**src/rtl/weight_mem_arbiter.sv**
```systemverilog
`timescale 1ns/1ps
// weight_mem_arbiter
//   Owns the single-port synchronous weight memory (1-cycle read latency) and
//   serializes three requesters onto it: the host weight loader (write phase),
//   the inference read port and the learning write-back port. Each access
//   walks IDLE -> ACCESS -> WAIT -> DONE, so one access per 4 cycles.
//   Also issues a 1-cycle datapath start pulse on entry to inference.
//
//   Build option: define WMA_RR_EN for round-robin rd/wb arbitration;
//   otherwise write-back has fixed priority over reads.
//
// Ports
//   clk, rst_n                      clock, asynchronous active-low reset
//   phase_infer                     0 = host write phase, 1 = inference/learning
//   host_req/host_addr/host_wdata   host write request (level), host_ack pulse
//   rd_req/rd_addr                  datapath read request (level)
//   rd_valid/rd_data                read done pulse, data held until next read
//   wb_req/wb_addr/wb_wdata         write-back request (level), wb_ack pulse
//   mem_we/mem_addr/mem_wdata       registered memory command
//   mem_rdata                       memory read data
//   ml_start                        datapath start pulse
//   busy                            high whenever the FSM is not IDLE
module weight_mem_arbiter #(
  parameter int unsigned ADDR_W = 4,
  parameter int unsigned DW     = 8
) (
  input  logic              clk,
  input  logic              rst_n,
  input  logic              phase_infer,
  input  logic              host_req,
  input  logic [ADDR_W-1:0] host_addr,
  input  logic [DW-1:0]     host_wdata,
  output logic              host_ack,
  input  logic              rd_req,
  input  logic [ADDR_W-1:0] rd_addr,
  output logic              rd_valid,
  output logic [DW-1:0]     rd_data,
  input  logic              wb_req,
  input  logic [ADDR_W-1:0] wb_addr,
  input  logic [DW-1:0]     wb_wdata,
  output logic              wb_ack,
  output logic              mem_we,
  output logic [ADDR_W-1:0] mem_addr,
  output logic [DW-1:0]     mem_wdata,
  input  logic [DW-1:0]     mem_rdata,
  output logic              ml_start,
  output logic              busy
);

  typedef enum logic [1:0] {S_IDLE, S_ACCESS, S_WAIT, S_DONE} state_t;
  typedef enum logic [1:0] {G_NONE, G_HOST, G_RD, G_WB} grant_t;

  state_t            state_q, state_d;
  grant_t            grant_q, grant_d;
  logic              mem_we_q, mem_we_d;
  logic [ADDR_W-1:0] mem_addr_q, mem_addr_d;
  logic [DW-1:0]     mem_wdata_q, mem_wdata_d;
  logic              host_ack_q, host_ack_d;
  logic              rd_valid_q, rd_valid_d;
  logic [DW-1:0]     rd_data_q, rd_data_d;
  logic              wb_ack_q, wb_ack_d;
  logic              phase_q;
  logic              start_pend_q, start_pend_d;
`ifdef WMA_RR_EN
  logic              rr_wb_q, rr_wb_d;   // 1: write-back was the last phase-1 grant
`endif

  logic host_el, rd_el, wb_el, pick_wb;

  // Eligibility uses the registered phase so that a rising phase edge first
  // shows ml_start in IDLE before any phase-1 request can be granted.
  always_comb begin
    host_el = ~phase_q & host_req;
    rd_el   =  phase_q & rd_req;
    wb_el   =  phase_q & wb_req;
`ifdef WMA_RR_EN
    pick_wb = wb_el & (~rd_el | ~rr_wb_q);
`else
    pick_wb = wb_el;
`endif
  end

  always_comb begin
    state_d      = state_q;
    grant_d      = grant_q;
    mem_we_d     = 1'b0;
    mem_addr_d   = mem_addr_q;
    mem_wdata_d  = mem_wdata_q;
    host_ack_d   = 1'b0;
    rd_valid_d   = 1'b0;
    wb_ack_d     = 1'b0;
    rd_data_d    = rd_data_q;
`ifdef WMA_RR_EN
    rr_wb_d      = rr_wb_q;
`endif
    // A pending start survives a busy period and is consumed in IDLE; a new
    // rising edge always re-arms it.
    start_pend_d = (phase_infer & ~phase_q) | (start_pend_q & (state_q != S_IDLE));

    unique case (state_q)
      S_IDLE: begin
        if (host_el) begin
          grant_d     = G_HOST;
          mem_we_d    = 1'b1;
          mem_addr_d  = host_addr;
          mem_wdata_d = host_wdata;
          state_d     = S_ACCESS;
        end else if (pick_wb) begin
          grant_d     = G_WB;
          mem_we_d    = 1'b1;
          mem_addr_d  = wb_addr;
          mem_wdata_d = wb_wdata;
          state_d     = S_ACCESS;
`ifdef WMA_RR_EN
          rr_wb_d     = 1'b1;
`endif
        end else if (rd_el) begin
          grant_d     = G_RD;
          mem_addr_d  = rd_addr;
          state_d     = S_ACCESS;
`ifdef WMA_RR_EN
          rr_wb_d     = 1'b0;
`endif
        end
      end
      S_ACCESS: state_d = S_WAIT;
      S_WAIT: begin
        unique case (grant_q)
          G_HOST:  host_ack_d = 1'b1;
          G_WB:    wb_ack_d   = 1'b1;
          G_RD: begin
            rd_valid_d = 1'b1;
            rd_data_d  = mem_rdata;
          end
          default: ;
        endcase
        state_d = S_DONE;
      end
      S_DONE: begin
        grant_d = G_NONE;
        state_d = S_IDLE;
      end
      default: state_d = S_IDLE;
    endcase
  end

  always_ff @(posedge clk or negedge rst_n) begin
    if (!rst_n) begin
      state_q      <= S_IDLE;
      grant_q      <= G_NONE;
      mem_we_q     <= 1'b0;
      mem_addr_q   <= '0;
      mem_wdata_q  <= '0;
      host_ack_q   <= 1'b0;
      rd_valid_q   <= 1'b0;
      rd_data_q    <= '0;
      wb_ack_q     <= 1'b0;
      phase_q      <= 1'b0;
      start_pend_q <= 1'b0;
`ifdef WMA_RR_EN
      rr_wb_q      <= 1'b1;
`endif
    end else begin
      state_q      <= state_d;
      grant_q      <= grant_d;
      mem_we_q     <= mem_we_d;
      mem_addr_q   <= mem_addr_d;
      mem_wdata_q  <= mem_wdata_d;
      host_ack_q   <= host_ack_d;
      rd_valid_q   <= rd_valid_d;
      rd_data_q    <= rd_data_d;
      wb_ack_q     <= wb_ack_d;
      phase_q      <= phase_infer;
      start_pend_q <= start_pend_d;
`ifdef WMA_RR_EN
      rr_wb_q      <= rr_wb_d;
`endif
    end
  end

  assign mem_we    = mem_we_q;
  assign mem_addr  = mem_addr_q;
  assign mem_wdata = mem_wdata_q;
  assign host_ack  = host_ack_q;
  assign rd_valid  = rd_valid_q;
  assign rd_data   = rd_data_q;
  assign wb_ack    = wb_ack_q;
  assign ml_start  = start_pend_q & (state_q == S_IDLE);
  assign busy      = (state_q != S_IDLE);

endmodule

```
**config.mk**
```make
export PLATFORM = sky130hd
export DESIGN_NAME = weight_mem_arbiter
export DESIGN_NICKNAME = d
export VERILOG_FILES = /design/src/rtl/weight_mem_arbiter.sv
export SDC_FILE = /design/constraint.sdc
export NUM_CORES = 1
export LEC_CHECK = 0
export BUFFER_PORTS_ARGS = -buffer_cell sky130_fd_sc_hd__buf_2
export CAP_MARGIN = 20
export CORE_ASPECT_RATIO = 1.5
export CORE_MARGIN = 2
export CORE_UTILIZATION = 41
export DETAILED_ROUTE_END_ITERATION = 10
export PLACE_DENSITY = 0.79
export SETUP_SLACK_MARGIN = 0.3
export SLEW_MARGIN = 5
export SYNTH_ARGS = -nofsm -noshare
export SYNTH_HDL_FRONTEND = slang
export SYNTH_SLANG_ARGS = --single-unit
export TNS_END_PERCENT = 20
```
**constraint.sdc**
```tcl
create_clock -name clk -period 1.4 [get_ports clk]
set_input_delay 0 -clock clk [delete_from_list [all_inputs] [get_ports clk]]
set_output_delay 0 -clock clk [all_outputs]
set_load 0.005 [all_outputs]
```
==> implementation parameters, run 1 <==
Parameter                              Value

Hold path
  Hold crit path type    primary input to flip-flop
  Hold path cells    3

Pwr
  PD cells    between 1500 and 2000 nW/um^2
  Reported leakage power    about 1.2 nW
  Peak supply drop    ~0.0012 V

Synth
  Yosys warning total    0
  Average cell area after synthesis    ~13 um^2
  Flop and latch count out of synthesis    30
  Gate count of the mapped netlist    110
  Sequential element share of the synthesized area    52.1%
  Synth Cell Area    between 1000 and 1500 um^2
  Number of unique standard cell types used by synthesis    24
  Nets in the synthesized netlist    roughly 160

Timing
  Hold Violations, Final    0
  Minimum period implied by the final worst setup slack    1.41 ns
  PnR worst setup slack    -0.00891 ns
  Highest attainable clock frequency    slightly above 0.7 GHz
  Tightest hold margin    between 0.07 and 0.08 ns
  Total of endpoints with negative setup slack in the final report    8
  Unrepaired setup endpoints after global routing    true
  Final Cycle Share    101%
  Slew Viols, Final    0
  Sum of negative setup slack    -0.0416 ns
  Slew at the pin with the worst max-slew slack    between 0.6 and 0.7 ns
  Worst clock skew on the final layout    between 0.005 and 0.006 ns
  Worst max-slew margin expressed relative to the limit    between 50% and 60%

Setup path
  Type of element capturing the critical path    flip-flop
  Stage delay of the slowest cell on the critical path    ~0.44 ns
  Crit path required time    about 1.6 ns
  Data arrival time of the worst path    between 1.5 and 2 ns
  Cell with the largest stage delay on the worst path    dfrtp_2
  Critical-path cell list    nor2b_4 -> buf_6 -> mux2_4 -> mux2_4
  R2r worst-path depth    4
  Class of the most critical setup path    flip-flop to flip-flop
  Critical Path Source Type    flip-flop
  Worst Path Max Fanout    4
  Most Frequent Cell on Critical Path    mux2_4

Place
  IO buf count    67
  Total half-perimeter wirelength after legalization and detailed placement    between 2 and 2.5 mm
  Final estimated routing congestion in global placement    0.774

Floorplan
  Placeable core region    3380 um^2
  Starting density of the core    a little over two fifths
  Ports    ~70
  Standard-cell row count    26
  Total Die Area    4020 um^2
  Die width    between 50 and 60 um
  Y dimension of the die    approximately 77 um

Drt
  Iteration count of the initial detailed-routing pass    6
  DRC violation count after routing    0
  Avg WL per Cell    roughly 14 um
  Vias post-DR    roughly 1300
  DR vias/cell    roughly 5
  DRT iter0 DRCs    16
  Remaining number of nets flagged by the antenna check after routing    0
  Total wire length    roughly 3.7 mm

Clock network
  Root cell of the clock tree    clkbuf_8
  Clock sink total    30
  Max Buffers Root-to-Sink    2
  TritonCTS Buffers    5
  TritonCTS clock tree    built
  Worst-path clk slew    about 0.060 ns
  Worst-skew pair later-pin latency    about 0.28 ns
  H-tree levels    2

Status
  Violations in the final reports    setup timing
  Result of the run    complete, but fails checks

Finish
  Most frequent cells in the layout    buf_2 (66), dfrtp_1 (29), dlygate4sd3_1 (22)
  Number of nets in the layout    between 200 and 300
  Layout cell share with drive strength beyond 1    between 60% and 70%
  Area growth from synthesis to final layout    62.7%
  Diodes inserted    0
  Filler instances    230
  Most frequent standard cell in the layout excluding fill and tap cells    buf_2

GRT
  First-pass GRT wire length    6.26 mm
  All-layer global routing usage    20.7%
  Number of antenna violations at the first check in global routing    0
  Overall overflow remaining after global route    0
  Largest net degree at the start of global routing    31
  Vias in the first global route    1397

Job
  Number of maximum-capacitance constraint violations    0
-- power breakdown --
group          leakage, nW  internal (W)  switching (W)  total, W
Combinational        0.764       0.00121       0.000829   0.00204
Sequential           0.363       0.00127       0.000217   0.00149
Clock               0.0472      0.000394       0.000313  0.000707
Total                 1.17       0.00287        0.00136   0.00423
-- worst max-delay path: cells and delay by family (launching register included) --
family | cells | cell delay (ns)
buf+inv | 1 | 0.14
mux | 2 | 0.55
simple gates | 1 | 0.16
flops | 1 | 0.44
-- synth_stat cells --
| cell | number | share of area, % |
|---|---|---|
| and3_1 | 1 | 0.43 |
| buf_6 | 2 | 1.6 |
| and4b_2 | 1 | 0.78 |
| mux2_2 | 14 | 11 |
| nor2b_2 | 1 | 0.61 |
| ha_1 | 3 | 2.6 |
| o2bb2ai_1 | 1 | 0.61 |
| a32oi_1 | 4 | 2.4 |
| nor3b_4 | 1 | 1.3 |
| o22ai_1 | 1 | 0.43 |
| and2_2 | 1 | 0.52 |
| nand3_1 | 5 | 1.7 |
| mux2_4 | 12 | 12 |
| nor3_1 | 2 | 0.69 |
| inv_1 | 7 | 1.8 |
| dfrtp_1 | 30 | 52 |
| o211ai_1 | 1 | 0.52 |
| buf_12 | 1 | 1.4 |
| and3_2 | 1 | 0.52 |
| nor2_1 | 4 | 1.0 |
| o21ai_0 | 9 | 3.1 |
| nand2_1 | 6 | 1.6 |
| clkbuf_1 | 1 | 0.26 |
| o21a_1 | 1 | 0.52 |
-- through the flow --
step	utilization, %	setup WS (ns)	std cells	area [um^2]	power, W
after floorplan	-	-0.0387	110	1450	0.00245
after global placement	56.4	-0.0318	228	1910	0.00311
after CTS	68.9	-0.00953	258	2330	0.00419
after global routing	69.3	-0.0451	258	2340	0.00452
after detailed placement	56.4	-0.0453	228	1910	0.00316
final	69.3	-0.00891	258	2340	0.00423
-- final cells by class --
cell class              count  area, um^2  share of cell area (%)
multi-input cells          69         713                    30.4
well taps                  42        52.6                    2.24
inverters                   7        28.8                    1.23
flip-flops and latches     30         752                    32.1
clock buffers               6        82.6                    3.52
clock inverters             2        12.5                   0.534
repair buffers            102         703                    30.0
-- flip-flops by register name, indices dropped and copies added, names as in the netlist --
register and count:
mem_wdata 8, rd_data 8, mem_addr 4, grant_q 2, state_q 2, host_ack 1
mem_we 1, phase_q 1, rd_valid 1, start_pend_q 1, wb_ack 1
-- kinds of logic (layout without fill, tap and decap cells) --
family	count (synthesis)	after routing	synth area share, %
multiplexers	26	26	23.4
flip-flops	30	30	52.1
AND/OR/NAND/NOR	23	23	9.20
buffers and inverters	11	117	5.03
AO/OA/AOI/OAI	17	17	7.64
adder cells (fa/ha/maj)	3	3	2.60
-- final timing paths --
check / from / end / slack, ns
setup / recovery: phase_q / mem_wdata[6] / -0.009
hold / removal: wb_wdata[3] / mem_wdata[3] / 0.08
setup reg to reg: phase_q / mem_wdata[6] / -0.009
hold reg to reg: grant_q[1] / host_ack / 0.50
max in group asynchronous: rst_n / phase_q / 0.64
min in group asynchronous: rst_n / start_pend_q / 0.29
-- repair_timing --
item	in CTS	in global routing
hold buffers	22	0
endpoints found under the setup margin	26	27
gates resized for setup	34	3
pin swaps	15	12
endpoints found under the hold margin	44	0
buffers inserted	0	0
-- routing by layer --
| layer | vias to the layer above | routed length, um | global-route usage [%] |
|---|---|---|---|
| met4 | 0 | 60 | 8.46 |
| met5 | - | 0 | 0 |
| met3 | 6 | 184 | 3.53 |
| li1 | 605 | - | - |
| met1 | 632 | 1350 | 23.0 |
| met2 | 41 | 2100 | 37.3 |
No activity file was read; power rests on OpenSTA's default activity.
==> inputs of run 2 (changes only) <==
- ABC_AREA: not set -> 1
- PLACE_DENSITY: 0.79 -> 0.78
==> implementation parameters, run 2 <==
Parameter                              Value

Setup path
  Crit path required time    1.60 ns (was 1.56 ns)
  Worst Path Max Fanout    17 (was 4)
  Data arrival time of the worst path    1.42 ns (was 1.57 ns)
  Critical Path Source Type    flip-flop (unchanged)
  Class of the most critical setup path    flip-flop to flip-flop (unchanged)
  Reg-to-reg critical path startpoint    state_q[0] (was phase_q)
  Launching element of the worst setup path    state_q[0] (was phase_q)
  Type of element capturing the critical path    flip-flop (unchanged)

Finish
  Layout cell share with drive strength beyond 1    34.9% (was 61.1%)
  Most frequent cells in the layout    nand2_1 (90), buf_2 (67), dfrtp_1 (29) (was buf_2 (66), dfrtp_1 (29), dlygate4sd3_1 (22))
  Diodes inserted    0 (unchanged)
  Most frequent standard cell in the layout excluding fill and tap cells    nand2_1 (was buf_2)
  Number of nets in the layout    319 (was 260)
  Post-route cell area    2110 um^2 (was 2340 um^2)
  Area growth from synthesis to final layout    43.3% (was 62.7%)

GRT
  Number of antenna violations at the first check in global routing    0 (unchanged)
  First-pass GRT wire length    5.69 mm (was 6.26 mm)
  Met3 GRT Util    4.81% (was 3.53%)
  Vias in the first global route    1393 (was 1397)
  Overall overflow remaining after global route    0 (unchanged)
  Global-route met1 utilization    20.2% (was 23.0%)
  Most crowded layer after global routing    met2 (unchanged)
  Largest net degree at the start of global routing    31 (unchanged)
  Fraction of met2 tracks used by global routing    33.3% (was 37.3%)
  All-layer global routing usage    18.7% (was 20.7%)

Synth
  Nets in the synthesized netlist    234 (was 155)
  Cell type contributing the most total cell area after synthesis    dfrtp_1 (unchanged)
  Top post-synthesis cells by count    nand2_1 (91), dfrtp_1 (30), inv_1 (23), nand3_1 (11), o21ai_0 (7) (was dfrtp_1 (30), mux2_2 (14), mux2_4 (12), o21ai_0 (9), inv_1 (7))
  Yosys top cell area share    51.0% (was 52.1%)
  Number of unique standard cell types used by synthesis    20 (was 24)
  Sequential element share of the synthesized area    51.0% (was 52.1%)
  Ranking of synthesized cells by area    dfrtp_1 (51%), nand2_1 (23%), inv_1 (5.9%), nand3_1 (3.7%), ha_1 (2.5%) (was dfrtp_1 (52%), mux2_4 (13%), mux2_2 (11%), o21ai_0 (3.1%), ha_1 (2.6%))
  Gate count of the mapped netlist    189 (was 110)
  Synth Cell Area    1470 um^2 (was 1440 um^2)
  Main flop type after synthesis    dfrtp_1 (unchanged)
  Yosys warning total    0 (unchanged)
  Number of enable-type register cells in the synthesized netlist    0 (unchanged)
  Most common cell in the netlist    nand2_1 (was dfrtp_1)
  Flop and latch count out of synthesis    30 (unchanged)
  Average cell area after synthesis    7.79 um^2 (was 13.1 um^2)
  Asr flop ratio synth    100% (unchanged)

Hold path
  Startpoint of the most critical hold path    host_addr[3] (was wb_wdata[3])
  Hold crit path type    primary input to flip-flop (unchanged)

Timing
  Sum of negative setup slack    0 ns (was -0.0416 ns)
  Final Cycle Share    87.3% (was 101%)
  Slew Viols, Final    0 (unchanged)
  Highest attainable clock frequency    0.818 GHz (was 0.710 GHz)
  Total of endpoints with negative setup slack in the final report    0 (was 8)
  Tightest hold margin    0.0208 ns (was 0.0753 ns)
  Minimum period implied by the final worst setup slack    1.22 ns (was 1.41 ns)
  Hold Violations, Final    0 (unchanged)
  Slew at the pin with the worst max-slew slack    0.653 ns (was 0.659 ns)
  Unrepaired setup endpoints after global routing    true (unchanged)
  Worst clock skew on the final layout    0.00645 ns (was 0.00565 ns)
  Worst max-slew margin expressed relative to the limit    56.5% (was 56.0%)

Floorplan
  Total Die Area    4100 um^2 (was 4020 um^2)
  Placeable core region    3420 um^2 (was 3380 um^2)
  Starting density of the core    43.1% (was 42.6%)
  Ports    68 (unchanged)
  Die width    52.9 um (was 52.4 um)
  Y dimension of the die    77.4 um (was 76.6 um)
  Standard-cell row count    26 (unchanged)

Pwr
  Reported leakage power    1.23 nW (was 1.17 nW)
  Peak supply drop    0.00123 V (was 0.00122 V)
  Clock group share of total power    18.5% (was 16.7%)
  Register share of total power    39.6% (was 35.1%)
  Switching power as a share of total power    36.5% (was 32.1%)
  NetSw    0.00137 W (was 0.00136 W)
  Total internal power    0.00238 W (was 0.00287 W)
  Comb pwr share    42.0% (was 48.2%)
  PD cells    1780 nW/um^2 (was 1800 nW/um^2)

Clock network
  H-tree levels    2 (unchanged)
  Root cell of the clock tree    clkbuf_8 (unchanged)
  Worst-skew pair later-pin latency    0.27 ns (was 0.28 ns)
  TritonCTS clock tree    built (unchanged)
  Clock sink total    30 (unchanged)
  Max Buffers Root-to-Sink    2 (unchanged)
  Worst-path clk slew    0.06 ns (about the same)
  TritonCTS Buffers    5 (unchanged)

Place
  Final estimated routing congestion in global placement    0.763 (was 0.774)
  Placed cell areas    1870 um^2 (was 1910 um^2)
  IO buf count    67 (unchanged)
  Total half-perimeter wirelength after legalization and detailed placement    2.43 mm (was 2.38 mm)

Status
  Result of the run    finished, final reports clean (was complete, but fails checks)

Drt
  Vias post-DR    1399 (was 1284)
  Total wire length    3.46 mm (was 3.70 mm)
  Iteration count of the initial detailed-routing pass    3 (was 6)
  DR vias/cell    4.41 (was 4.98)
  DRC violation count after routing    0 (unchanged)
  Remaining number of nets flagged by the antenna check after routing    0 (unchanged)
  DRT iter0 DRCs    27 (was 16)
  Avg WL per Cell    10.9 um (was 14.3 um)

Job
  Number of maximum-capacitance constraint violations    0 (unchanged)
run 2: final cells by class:
class,instances,area (um^2)
Tap cell,42,52.6
Inverter,26,108
Multi-Input combinational cell,130,626
Clock buffer,7,86.3
Sequential cell,30,752
Timing Repair Buffer,81,482
Fill cell,325,1310
Clock inverter,1,5.00
run 2: logic make-up after synthesis:
kind of cell,Yosys count,share of synthesized area [%]
AO/OA/AOI/OAI,14,6.03
buffers and inverters,30,9.18
AND/OR/NAND/NOR,112,31.3
adder cells (fa/ha/maj),3,2.55
flip-flops,30,51.0
run 2: worst paths after layout:
check,to,slack (ns),cells past startpoint
max in group asynchronous,phase_q,0.65,2
hold reg to reg,rd_data[1],0.48,2
min in group asynchronous,rd_data[2],0.29,2
hold / removal,mem_addr[3],0.02,5
setup / recovery,mem_wdata[2],0.18,7
setup reg to reg,mem_wdata[2],0.18,7
run 2: per-layer routing:
metal / vias to the layer above / part of all wire (%) / routed length (um)
li1: 747 / - / -
met1: 605 / 40 / 1390
met2: 43 / 53 / 1830
met3: 4 / 5.6 / 194
met4: 0 / 1.4 / 48
met5: - / 0 / 0
run 2: repair_timing:
action                                 in CTS  in global routing
pin swaps                                   0                  2
endpoints found under the hold margin      40                  0
resized for setup                           3                  7
setup endpoints to repair                  27                 28
cloned                                      0                  1
setup buffers                               1                  1
hold buffers                               10                  0
run 2: critical path: stages (launching register included):
cell,delay [ns]
dfrtp_1,0.39
inv_2,0.09
ha_4,0.19
inv_4,0.05
a21oi_4,0.13
buf_12,0.15
nand2_1,0.06
o21ai_1,0.07
run 2: power groups by stage:
stage,Sequential [W],Clock [W],Combinational (W)
after floorplan,0.00149,0,0.000834
after global placement,0.00147,0,0.00141
after detailed placement,0.00148,0,0.00145
after CTS,0.00148,0.000716,0.00152
after global routing,0.00153,0.000760,0.00180
final,0.00148,0.000693,0.00157
run 2: through the flow:
step	setup slack, ns	utilization, %	cells	power (W)
after floorplan	0.212	-	189	0.00233
after global placement	0.157	54.7	296	0.00288
after detailed placement	0.124	54.7	296	0.00293
after CTS	0.164	60.8	315	0.00371
after global routing	0.0937	61.8	317	0.00410
final	0.178	61.8	317	0.00375
